**src/rtl/reg_bus_arb_if.sv**
```systemverilog
// Register-bus arbiter interface: two requester ports plus the shared
// register-file bus. The arbiter uses the master modport; the requesters and
// the register file use the slave modport.
interface reg_bus_arb_if #(
  parameter int ADDR_W = 6,
  parameter int DATA_W = 8
);

  // Port 0 (SPI instruction decoder)
  logic              p0_req;
  logic              p0_we;
  logic [ADDR_W-1:0] p0_addr;
  logic [DATA_W-1:0] p0_wdata;
  logic              p0_ack;
  logic [DATA_W-1:0] p0_rdata;

  // Port 1 (on-chip sequencer)
  logic              p1_req;
  logic              p1_we;
  logic [ADDR_W-1:0] p1_addr;
  logic [DATA_W-1:0] p1_wdata;
  logic              p1_ack;
  logic [DATA_W-1:0] p1_rdata;

  // Shared register-file bus
  logic              read;
  logic              write;
  logic [ADDR_W-1:0] addr;
  logic [DATA_W-1:0] data_write;
  logic [DATA_W-1:0] data_read;

  // Status
  logic              busy;
  logic              grant_id;

  modport master (
    input  p0_req, p0_we, p0_addr, p0_wdata,
    input  p1_req, p1_we, p1_addr, p1_wdata,
    input  data_read,
    output p0_ack, p0_rdata,
    output p1_ack, p1_rdata,
    output read, write, addr, data_write,
    output busy, grant_id
  );

  modport slave (
    output p0_req, p0_we, p0_addr, p0_wdata,
    output p1_req, p1_we, p1_addr, p1_wdata,
    output data_read,
    input  p0_ack, p0_rdata,
    input  p1_ack, p1_rdata,
    input  read, write, addr, data_write,
    input  busy, grant_id
  );

endinterface

```
**src/rtl/reg_bus_arb.sv**
```systemverilog
// Two-port arbiter for the register-file bus. Each grant runs exactly one
// transaction (IDLE -> XFER -> ACK) and produces a single 1-cycle read or
// write strobe, so the register file only ever sees one master.
// PRIO_MODE 0 alternates between ports on a tie; PRIO_MODE 1 always favours
// port 0 (port 1 may starve while port 0 keeps requesting).
module reg_bus_arb #(
  parameter int ADDR_W    = 6,
  parameter int DATA_W    = 8,
  parameter int PRIO_MODE = 0
) (
  input logic           clk,
  input logic           rst_n,
  reg_bus_arb_if.master bus
);

  typedef enum logic [1:0] {
    IDLE = 2'd0,
    XFER = 2'd1,
    ACK  = 2'd2
  } state_t;

  state_t state;

  // Port that owned the most recent completed transaction. Reset to 1 so the
  // very first tie goes to port 0.
  logic last_grant;

  // Winner selection for the current IDLE cycle
  logic              any_req;
  logic              win;
  logic              sel_we;
  logic [ADDR_W-1:0] sel_addr;
  logic [DATA_W-1:0] sel_wdata;

  // Pick the winning port and mux its request fields.
  always_comb begin
    // NOTE: every signal gets a default first so no path leaves it unassigned,
    // which would otherwise infer a latch.
    any_req = bus.p0_req | bus.p1_req;
    win     = 1'b0;
    if (bus.p0_req && bus.p1_req) begin
      win = (PRIO_MODE == 1) ? 1'b0 : ~last_grant;
    end else if (bus.p1_req) begin
      win = 1'b1;
    end
    sel_we    = win ? bus.p1_we    : bus.p0_we;
    sel_addr  = win ? bus.p1_addr  : bus.p0_addr;
    sel_wdata = win ? bus.p1_wdata : bus.p0_wdata;
  end

  // Transaction FSM; every output is a register so the bus is glitch-free.
  always_ff @(posedge clk or negedge rst_n) begin
    // NOTE: reset is asynchronous, so a strobe in flight drops the moment
    // rst_n falls and no ack is ever issued for the aborted transaction.
    if (!rst_n) begin
      state          <= IDLE;
      last_grant     <= 1'b1;
      bus.read       <= 1'b0;
      bus.write      <= 1'b0;
      bus.addr       <= '0;
      bus.data_write <= '0;
      bus.p0_ack     <= 1'b0;
      bus.p1_ack     <= 1'b0;
      bus.p0_rdata   <= '0;
      bus.p1_rdata   <= '0;
      bus.busy       <= 1'b0;
      bus.grant_id   <= 1'b0;
    end else begin
      // NOTE: non-blocking assignments throughout: every register updates
      // from the values of the previous cycle, independent of statement order.
      case (state)
        IDLE: begin
          if (any_req) begin
            // Latch the winner's request; later input changes are ignored.
            bus.grant_id   <= win;
            bus.addr       <= sel_addr;
            bus.data_write <= sel_wdata;
            bus.read       <= ~sel_we;
            bus.write      <= sel_we;
            bus.busy       <= 1'b1;
            state          <= XFER;
          end
        end

        XFER: begin
          // Strobe is high for this cycle only; a read captures the register
          // file's combinational data at the end of it.
          bus.read  <= 1'b0;
          bus.write <= 1'b0;
          if (bus.read) begin
            if (bus.grant_id) bus.p1_rdata <= bus.data_read;
            else              bus.p0_rdata <= bus.data_read;
          end
          if (bus.grant_id) bus.p1_ack <= 1'b1;
          else              bus.p0_ack <= 1'b1;
          state <= ACK;
        end

        ACK: begin
          // Completion pulse ends; remember the owner for round-robin.
          bus.p0_ack <= 1'b0;
          bus.p1_ack <= 1'b0;
          bus.busy   <= 1'b0;
          last_grant <= bus.grant_id;
          state      <= IDLE;
        end

        default: begin
          state <= IDLE;
        end
      endcase
    end
  end

endmodule

```
**src/flat_wrapper.sv**
```systemverilog
// flat-port wrapper written by rule: the top's interface ports become plain ports
module reg_bus_arb_flat 
#(
  parameter int ADDR_W    = 6,
  parameter int DATA_W    = 8,
  parameter int PRIO_MODE = 0
)
  (clk, rst_n, bus_p0_req, bus_p0_we, bus_p0_addr, bus_p0_wdata, bus_p1_req, bus_p1_we, bus_p1_addr, bus_p1_wdata, bus_data_read, bus_p0_ack, bus_p0_rdata, bus_p1_ack, bus_p1_rdata, bus_read, bus_write, bus_addr, bus_data_write, bus_busy, bus_grant_id);
  reg_bus_arb_if #(.ADDR_W(ADDR_W), .DATA_W(DATA_W)) bus_i ();
  input logic clk;
  input logic rst_n;
  input wire logic [$bits(bus_i.p0_req)-1:0] bus_p0_req;
  input wire logic [$bits(bus_i.p0_we)-1:0] bus_p0_we;
  input wire logic [$bits(bus_i.p0_addr)-1:0] bus_p0_addr;
  input wire logic [$bits(bus_i.p0_wdata)-1:0] bus_p0_wdata;
  input wire logic [$bits(bus_i.p1_req)-1:0] bus_p1_req;
  input wire logic [$bits(bus_i.p1_we)-1:0] bus_p1_we;
  input wire logic [$bits(bus_i.p1_addr)-1:0] bus_p1_addr;
  input wire logic [$bits(bus_i.p1_wdata)-1:0] bus_p1_wdata;
  input wire logic [$bits(bus_i.data_read)-1:0] bus_data_read;
  output wire logic [$bits(bus_i.p0_ack)-1:0] bus_p0_ack;
  output wire logic [$bits(bus_i.p0_rdata)-1:0] bus_p0_rdata;
  output wire logic [$bits(bus_i.p1_ack)-1:0] bus_p1_ack;
  output wire logic [$bits(bus_i.p1_rdata)-1:0] bus_p1_rdata;
  output wire logic [$bits(bus_i.read)-1:0] bus_read;
  output wire logic [$bits(bus_i.write)-1:0] bus_write;
  output wire logic [$bits(bus_i.addr)-1:0] bus_addr;
  output wire logic [$bits(bus_i.data_write)-1:0] bus_data_write;
  output wire logic [$bits(bus_i.busy)-1:0] bus_busy;
  output wire logic [$bits(bus_i.grant_id)-1:0] bus_grant_id;
  assign bus_i.p0_req = bus_p0_req;
  assign bus_i.p0_we = bus_p0_we;
  assign bus_i.p0_addr = bus_p0_addr;
  assign bus_i.p0_wdata = bus_p0_wdata;
  assign bus_i.p1_req = bus_p1_req;
  assign bus_i.p1_we = bus_p1_we;
  assign bus_i.p1_addr = bus_p1_addr;
  assign bus_i.p1_wdata = bus_p1_wdata;
  assign bus_i.data_read = bus_data_read;
  assign bus_p0_ack = bus_i.p0_ack;
  assign bus_p0_rdata = bus_i.p0_rdata;
  assign bus_p1_ack = bus_i.p1_ack;
  assign bus_p1_rdata = bus_i.p1_rdata;
  assign bus_read = bus_i.read;
  assign bus_write = bus_i.write;
  assign bus_addr = bus_i.addr;
  assign bus_data_write = bus_i.data_write;
  assign bus_busy = bus_i.busy;
  assign bus_grant_id = bus_i.grant_id;
  reg_bus_arb #(.ADDR_W(ADDR_W), .DATA_W(DATA_W), .PRIO_MODE(PRIO_MODE)) u_core (.clk(clk), .rst_n(rst_n), .bus(bus_i));
endmodule
```
**config.mk**
```make
export PLATFORM = sky130hd
export DESIGN_NAME = reg_bus_arb_flat
export DESIGN_NICKNAME = d
export VERILOG_FILES = /design/src/rtl/reg_bus_arb_if.sv /design/src/rtl/reg_bus_arb.sv /design/src/flat_wrapper.sv
export SDC_FILE = /design/constraint.sdc
export NUM_CORES = 1
export LEC_CHECK = 0
export CAP_MARGIN = 20
export CORE_MARGIN = 3
export CORE_UTILIZATION = 41
export DETAILED_ROUTE_END_ITERATION = 8
export PLACE_DENSITY = 0.85
export SLEW_MARGIN = 5
export SYNTH_ARGS = -nofsm -noshare
export SYNTH_HDL_FRONTEND = slang
export SYNTH_SLANG_ARGS = --single-unit
```
**constraint.sdc**
```tcl
create_clock -name clk -period 2.1 [get_ports clk]
set_clock_uncertainty 0.15 [all_clocks]
set_input_delay 0.42 -clock clk [delete_from_list [all_inputs] [get_ports clk]]
set_output_delay 0.42 -clock clk [all_outputs]
set_load 0.05 [all_outputs]
```
==> impl_results.md, run 1 <==
* Post CTS Setup Buffer Count at 0
* Hold/Removal Path Class: input port to asynchronous set/reset pin
* Mean area per synthesized cell at 15.5 µm²
* Critical path launch point: u_core.bus.busy$_DFFE_PN0P_
* Synth area leader: dfrtp_1
* Placement row count at 22
* Clk Tree Root Cell: clkbuf_8
* Met1 GRT Util at 0.192
* Count of antenna diodes in the layout at 0
* RSZ-0062 raised after global routing: false
* Logic depth of the worst setup path including buffers at 1
* Slowest CP cell: clkdlybuf4s50_1
* Maximum vdd ir drop at 0.994 mV
* Antenna violations before repair at 0
* Peak fanout along the critical path at 2
* Cell-by-cell trace of the critical path: clkdlybuf4s50_1
* Number of H-tree levels at 2
* Post-CTS Hold Buffers at 0
* Global-route wire length before repair at 6.42 mm
* Resized Gates After CTS at 0
* Synth Net Count at 152
* CTS sink count at 39
* Vias in the first global route at 1352
* Fin. max-slew vios at 0
* Synth cell types at 24
* Arr. time, crit path at 1470 ps
* Count of input and output buffers at 77
* Final Net Count at 240
* Period Utilization, post-route at 0.970
* Area of the mapped netlist at 0.00171 mm²
* Layout cell share with drive strength beyond 1 at 0.362
* Area grow syn2layout at 56.0%
* Final hold viol count at 0
* Worst Tran Pin Value at 519 ps
* M3 GR Usage at 0.0739
* Die area at 0.00498 mm²
* Vias per std cell at 4.92
* Power per cell area at 1830 mW/mm²
* Final WL at 3.90 mm
* Worst-Skew Late Latency at 290 ps
* Length of the first detailed-routing pass in iterations at 6
* Leakage power summed over all cells at 1.17 nW
* Cell family contributing the most delay on the critical path: buffers and inverters
* CP Buf/Inv Count at 1
* Number of ports placed on the die boundary at 78
* Max Buffers Root-to-Sink at 2
* Crit path launch type: register
* Share of the yosys chip area belonging to registers at 0.571
* Fin worst setup slack at 63.3 ps
* Floorplan Core Area at 0.00383 mm²
* Required time at the endpoint of the critical path at 1530 ps
* DP Worst Slack at -35.5 ps
* Worst reg2reg startpoint: u_core.last_grant$_DFFE_PN1P_
* Routing layer with the top usage in global route: met2
* Category of the worst setup path capture point: primary output
* Number of cells on the worst reg-to-reg path at 4
* Routability congestion estimate from global placement at 0.824
* Post-DRT Antenna Nets at 0
* Yosys warns at 0
* Count of final setup violators at 0
* Crit path kind: register to primary output
* FILL cells at 289
* Pin count of the biggest net entering global routing at 40
* Register bit count reported by yosys at 39
* Global router's overall resource usage at 0.168
* Number of violations of the max-capacitance limit at 0
* Outcome: completed
* Clock buffers created by TritonCTS at 5
* Post-detailed-route wirelength per cell at 15.8 µm
* Fmax achieved at 491 MHz
* Die extent in x at 70.6 µm
* Share of the synthesized area in the top cell type at 0.556
* Total number of vias at 1216
* CTS tree: built
* Number of standard cells after synthesis at 110
* Tightest slew margin relative to the limit at 0.653
* Grt total ovfl at 0
* Clock slew at the register clock pins of the worst setup and hold paths at 80 ps
* Starting density of the core at 0.447
* Met2 layer usage reported by global route at 0.281
* Final min period at 2040 ps
* Count of unresolved DRC violations after routing at 0
* Biggest area contributors in the synthesized netlist: dfrtp_1 56%, mux2_2 25%, mux2_4 7.0%
* Detailed placer's ending HPWL at 3.01 mm
* Die outline height at 70.6 µm
* Worst hold-check slack at 16.0 ps
* Delay of the slowest cell on the worst path at 810 ps
* Detailed router's first-iteration violation count at 43
==> cells in the mapped netlist <==
cell type / n
and2_1: 1
a22o_1: 1
mux2i_1: 2
o21bai_1: 1
buf_6: 1
buf_12: 1
mux2_4: 8
a21oi_1: 1
o2bb2ai_1: 1
nor3_1: 1
mux2_2: 38
dfrtp_1: 38
buf_2: 1
nor2_1: 1
inv_1: 4
o21ai_0: 1
dfstp_2: 1
nand2b_2: 1
nand2_1: 2
nand3_1: 1
a21o_1: 1
nor3b_2: 1
o211ai_2: 1
a21bo_1: 1
==> state kept, by name (all words and copies together), names as in the netlist <==
name,count
u_core.state,2
u_core.last_grant,1
u_core.bus.busy,1
u_core.bus.data_write,8
u_core.bus.grant_id,1
u_core.bus.p1_rdata,8
u_core.bus.write,1
u_core.bus.p1_ack,1
u_core.bus.p0_ack,1
u_core.bus.addr,6
u_core.bus.p0_rdata,8
u_core.bus.read,1
==> metal layers <==
layer / vias up / routed length [µm]
met2: 56 / 1870
met1: 584 / 1580
met5: - / 0
met4: 0 / 55
li1: 570 / -
met3: 6 / 385
==> per-stage QoR <==
step / std cells / total power (W) / TNS [ps] / util / cell area, µm²
floorplan: 110 / 0.00330 / 0 / - / 1710
global placement: 239 / 0.00421 / -25.4 / 0.666 / 2550
detailed placement: 239 / 0.00429 / -305 / 0.666 / 2550
CTS: 247 / 0.00494 / 0 / 0.697 / 2670
global route: 247 / 0.00513 / 0 / 0.697 / 2670
finish: 247 / 0.00488 / 0 / 0.697 / 2670
==> where the power goes <==
group | switching, W | internal, W
Clock | 0.000248 | 0.000384
Sequential | 0.000235 | 0.00114
Combinational | 0.00174 | 0.00113
==> path summary, 6_finish.rpt <==
path | slack [ps] | to
worst max register to register | 370 | u_core.bus.addr[5]$_DFFE_PN0P_
min in group clk | 360 | u_core.bus.data_write[0]$_DFFE_PN0P_
worst min-delay path | 20 | u_core.bus.p0_rdata[6]$_DFFE_PN0P_
worst min register to register | 360 | u_core.bus.data_write[0]$_DFFE_PN0P_
worst max-delay path | 60 | bus_busy
max in group asynchronous | 1430 | u_core.last_grant$_DFFE_PN1P_
==> cells by family after synthesis <==
logic type	after synthesis	synth area share
mux	48	0.332
buf+inv	7	0.0300
compound gates	8	0.0380
simple gates	8	0.0285
flops	39	0.571
==> layout by cell type, fill, tap and decap left out, drive strengths merged, types with 2 or more instances in the layout <==
cell	count
mux2	46
nand2	2
mux2i	2
inv	4
clkdlybuf4s50	70
clkbuf	6
buf	14
dfrtp	38
==> cell type report <==
type | count | area (µm²) | share of cell area
flip-flops and latches | 39 | 977 | 0.366
repair buffers | 84 | 816 | 0.306
multi-input cells | 64 | 682 | 0.256
clock buffers | 6 | 82.6 | 0.0310
well taps | 48 | 60.1 | 0.0225
clock inverters | 2 | 35.0 | 0.0131
inverters | 4 | 15.0 | 0.00563
Power figures use the tool's default switching activity.
==> run 2, diff against run 1 <==
--- a/config.mk
+++ b/config.mk
@@ -9,6 +9,7 @@
 export CORE_MARGIN = 3
 export CORE_UTILIZATION = 41
 export DETAILED_ROUTE_END_ITERATION = 8
+export GPL_TIMING_DRIVEN = 0
 export PLACE_DENSITY = 0.85
 export SLEW_MARGIN = 5
 export SYNTH_ARGS = -nofsm -noshare
==> run 2 against run 1 <==
Sequential share of layout area about the same. First-iteration DRC count decreased by 53%. Total power decreased by 0.33%. Global-route usage increased by 0.34 points. Sequential cell count unchanged. Count of clock-buffer cells in the layout decreased by 1. Register-to-register slack got worse by 160 ps.
==> impl_results.md, run 2 (same netlist as run 1, synthesis figures left out) <==
* Combined flip-flop and latch cell area at 977 µm² (unchanged)
* Fmax achieved at 489 MHz (-0.38%)
* Count of final setup violators at 0 (unchanged)
* Fin worst setup slack at 55.5 ps (-7.83 ps)
* Register-to-register setup slack at 210 ps (-160 ps)
* Detailed router's first-iteration violation count at 20 (-53%)
* Worst Tran Pin Value at 829 ps (+310 ps)
* Cell-by-cell trace of the critical path: clkdlybuf4s50_1
* Die outline height at 70.6 µm (unchanged)
* Worst reg2reg startpoint: u_core.state[1]$_DFFE_PN0P_
* Peak fanout along the critical path at 2 (unchanged)
* Required time at the endpoint of the critical path at 1530 ps (about the same)
* Clock slew at the register clock pins of the worst setup and hold paths at 80 ps (about the same)
* Antenna violations before repair at 0 (unchanged)
* Worst hold-check slack at 82.6 ps (+66.6 ps)
* Global router's overall resource usage at 0.172 (+0.00340)
* Clock buffers created by TritonCTS at 5 (unchanged)
* Detailed placer's ending HPWL at 3.07 mm (+1.9%)
* Worst-Skew Late Latency at 280 ps (about the same)
* Final WL at 3.95 mm (+1.2%)
* Starting density of the core at 0.447 (unchanged)
* Post-detailed-route wirelength per cell at 16.2 µm (+2.9%)
* Category of the worst setup path capture point: primary output
* Global-route wire length before repair at 6.79 mm (+5.7%)
* Area post-placement at 0.00254 mm² (-0.54%)
* Length of the first detailed-routing pass in iterations at 3 (-3)
* Total number of vias at 1193 (-1.9%)
* Die area at 0.00498 mm² (unchanged)
* Post CTS Setup Buffer Count at 0 (unchanged)
* Vias in the first global route at 1400 (+3.6%)
* Largest registers: u_core.bus.data_write (8), u_core.bus.p0_rdata (8), u_core.bus.p1_rdata (8)
* CTS tree: built
* Arr. time, crit path at 1470 ps (about the same)
* Tightest slew margin relative to the limit at 0.447 (-0.206)
* Period Utilization, post-route at 0.974 (+0.00373)
* Grt total ovfl at 0 (unchanged)
* Delay of the slowest cell on the worst path at 830 ps (+20 ps)
* Number of H-tree levels at 2 (unchanged)
* Outcome: completed
* Count of input and output buffers at 77 (unchanged)
* Die extent in x at 70.6 µm (unchanged)
* Post-DRT Antenna Nets at 0 (unchanged)
* Final min period at 2040 ps (+7.83 ps)
* Floorplan Core Area at 0.00383 mm² (unchanged)
* Post-CTS Hold Buffers at 0 (unchanged)
* Total non-filler cell area in the finished layout at 0.00267 mm² (about the same)
* Number of violations of the max-capacitance limit at 0 (unchanged)
* Area grow syn2layout at 55.9% (about the same)
* CP Buf/Inv Count at 1 (unchanged)
* Pin count of the biggest net entering global routing at 40 (unchanged)
* Multi-input combinational cell area at 691 µm² (+1.3%)
* Vias per std cell at 4.91 (-0.28%)
* Cell family contributing the most delay on the critical path: buffers and inverters
* Max Buffers Root-to-Sink at 2 (unchanged)
* CTS sink count at 39 (unchanged)
* Top library cells by usage in the layout, fill and taps aside: 71 x clkdlybuf4s50_1, 38 x mux2_2, 38 x dfrtp_1
* Hold/Removal Path Class: input port to asynchronous set/reset pin
* Power per cell area at 1830 mW/mm² (-0.28%)
* Commonest non-fill, non-tap cell in the layout: clkdlybuf4s50_1
* Leakage power summed over all cells at 1.18 nW (+1.0%)
* Placement row count at 22 (unchanged)
* Final hold viol count at 0 (unchanged)
* Maximum vdd ir drop at 1.18 mV (+19%)
* Number of ports placed on the die boundary at 78 (unchanged)
* Final Net Count at 236 (-1.7%)
* Routability congestion estimate from global placement at 0.812 (-1.5%)
* Slowest CP cell: clkdlybuf4s50_1
* RSZ-0062 raised after global routing: false
* DP Worst Slack at -280 ps (-245 ps)
* Crit path launch type: register
* Crit path kind: register to primary output
* Critical path launch point: u_core.bus.p0_rdata[5]$_DFFE_PN0P_
* Clk Tree Root Cell: clkbuf_8
* Layout cell share with drive strength beyond 1 at 0.318 (-0.0439)
* Count of unresolved DRC violations after routing at 0 (unchanged)
* Count of antenna diodes in the layout at 0 (unchanged)
* FILL cells at 288 (-0.35%)
* Fin. max-slew vios at 0 (unchanged)
## run 2: cell type report
| type | count | area share |
|---|---|---|
| inverters | 4 | 0.00563 |
| well taps | 48 | 0.0225 |
| plain buffers | 3 | 0.0136 |
| clock inverters | 3 | 0.0164 |
| repair buffers | 77 | 0.290 |
| clock buffers | 5 | 0.0258 |
| flip-flops and latches | 39 | 0.366 |
| multi-input cells | 64 | 0.259 |
## run 2: per-layer routing
layer,track usage,share of wire,up-vias
met3,0.0582,0.092,7
met5,0,0,-
met2,0.301,0.51,55
met1,0.196,0.38,573
li1,-,-,558
met4,0.0585,0.016,0
## run 2: power by group
group	leakage [nW]	internal [W]	switching, W
Combinational	0.666	0.00113	0.00176
Sequential	0.458	0.00114	0.000230
Clock	0.0581	0.000353	0.000253
Total	1.18	0.00262	0.00224
## run 2: through the flow
| step | setup TNS, ps | total power, W | util | std cells |
|---|---|---|---|---|
| floorplan | 0 | 0.00330 | - | 110 |
| global placement | -16040 | 0.00421 | 0.664 | 235 |
| detailed placement | -2020 | 0.00429 | 0.663 | 235 |
| CTS | 0 | 0.00491 | 0.692 | 243 |
| global route | 0 | 0.00513 | 0.697 | 243 |
| finish | 0 | 0.00487 | 0.697 | 243 |
## run 2: what timing repair did
action                                  4_1_cts  5_1_grt
cloned                                        0        0
hold endpoints to repair                      0        0
endpoints found under the setup margin        1       10
resized for setup                             1        5
## run 2: worst paths after layout
kind / to / cells after the start
max in group asynchronous: u_core.bus.p0_ack$_DFFE_PN0P_ / 1
worst max register to register: u_core.bus.p0_rdata[7]$_DFFE_PN0P_ / 3
worst min-delay path: u_core.bus.read$_DFFE_PN0P_ / 1
worst min register to register: u_core.bus.p1_rdata[4]$_DFFE_PN0P_ / 1
min in group clk: u_core.bus.p1_rdata[4]$_DFFE_PN0P_ / 1
worst max-delay path: bus_p0_rdata[5] / 1
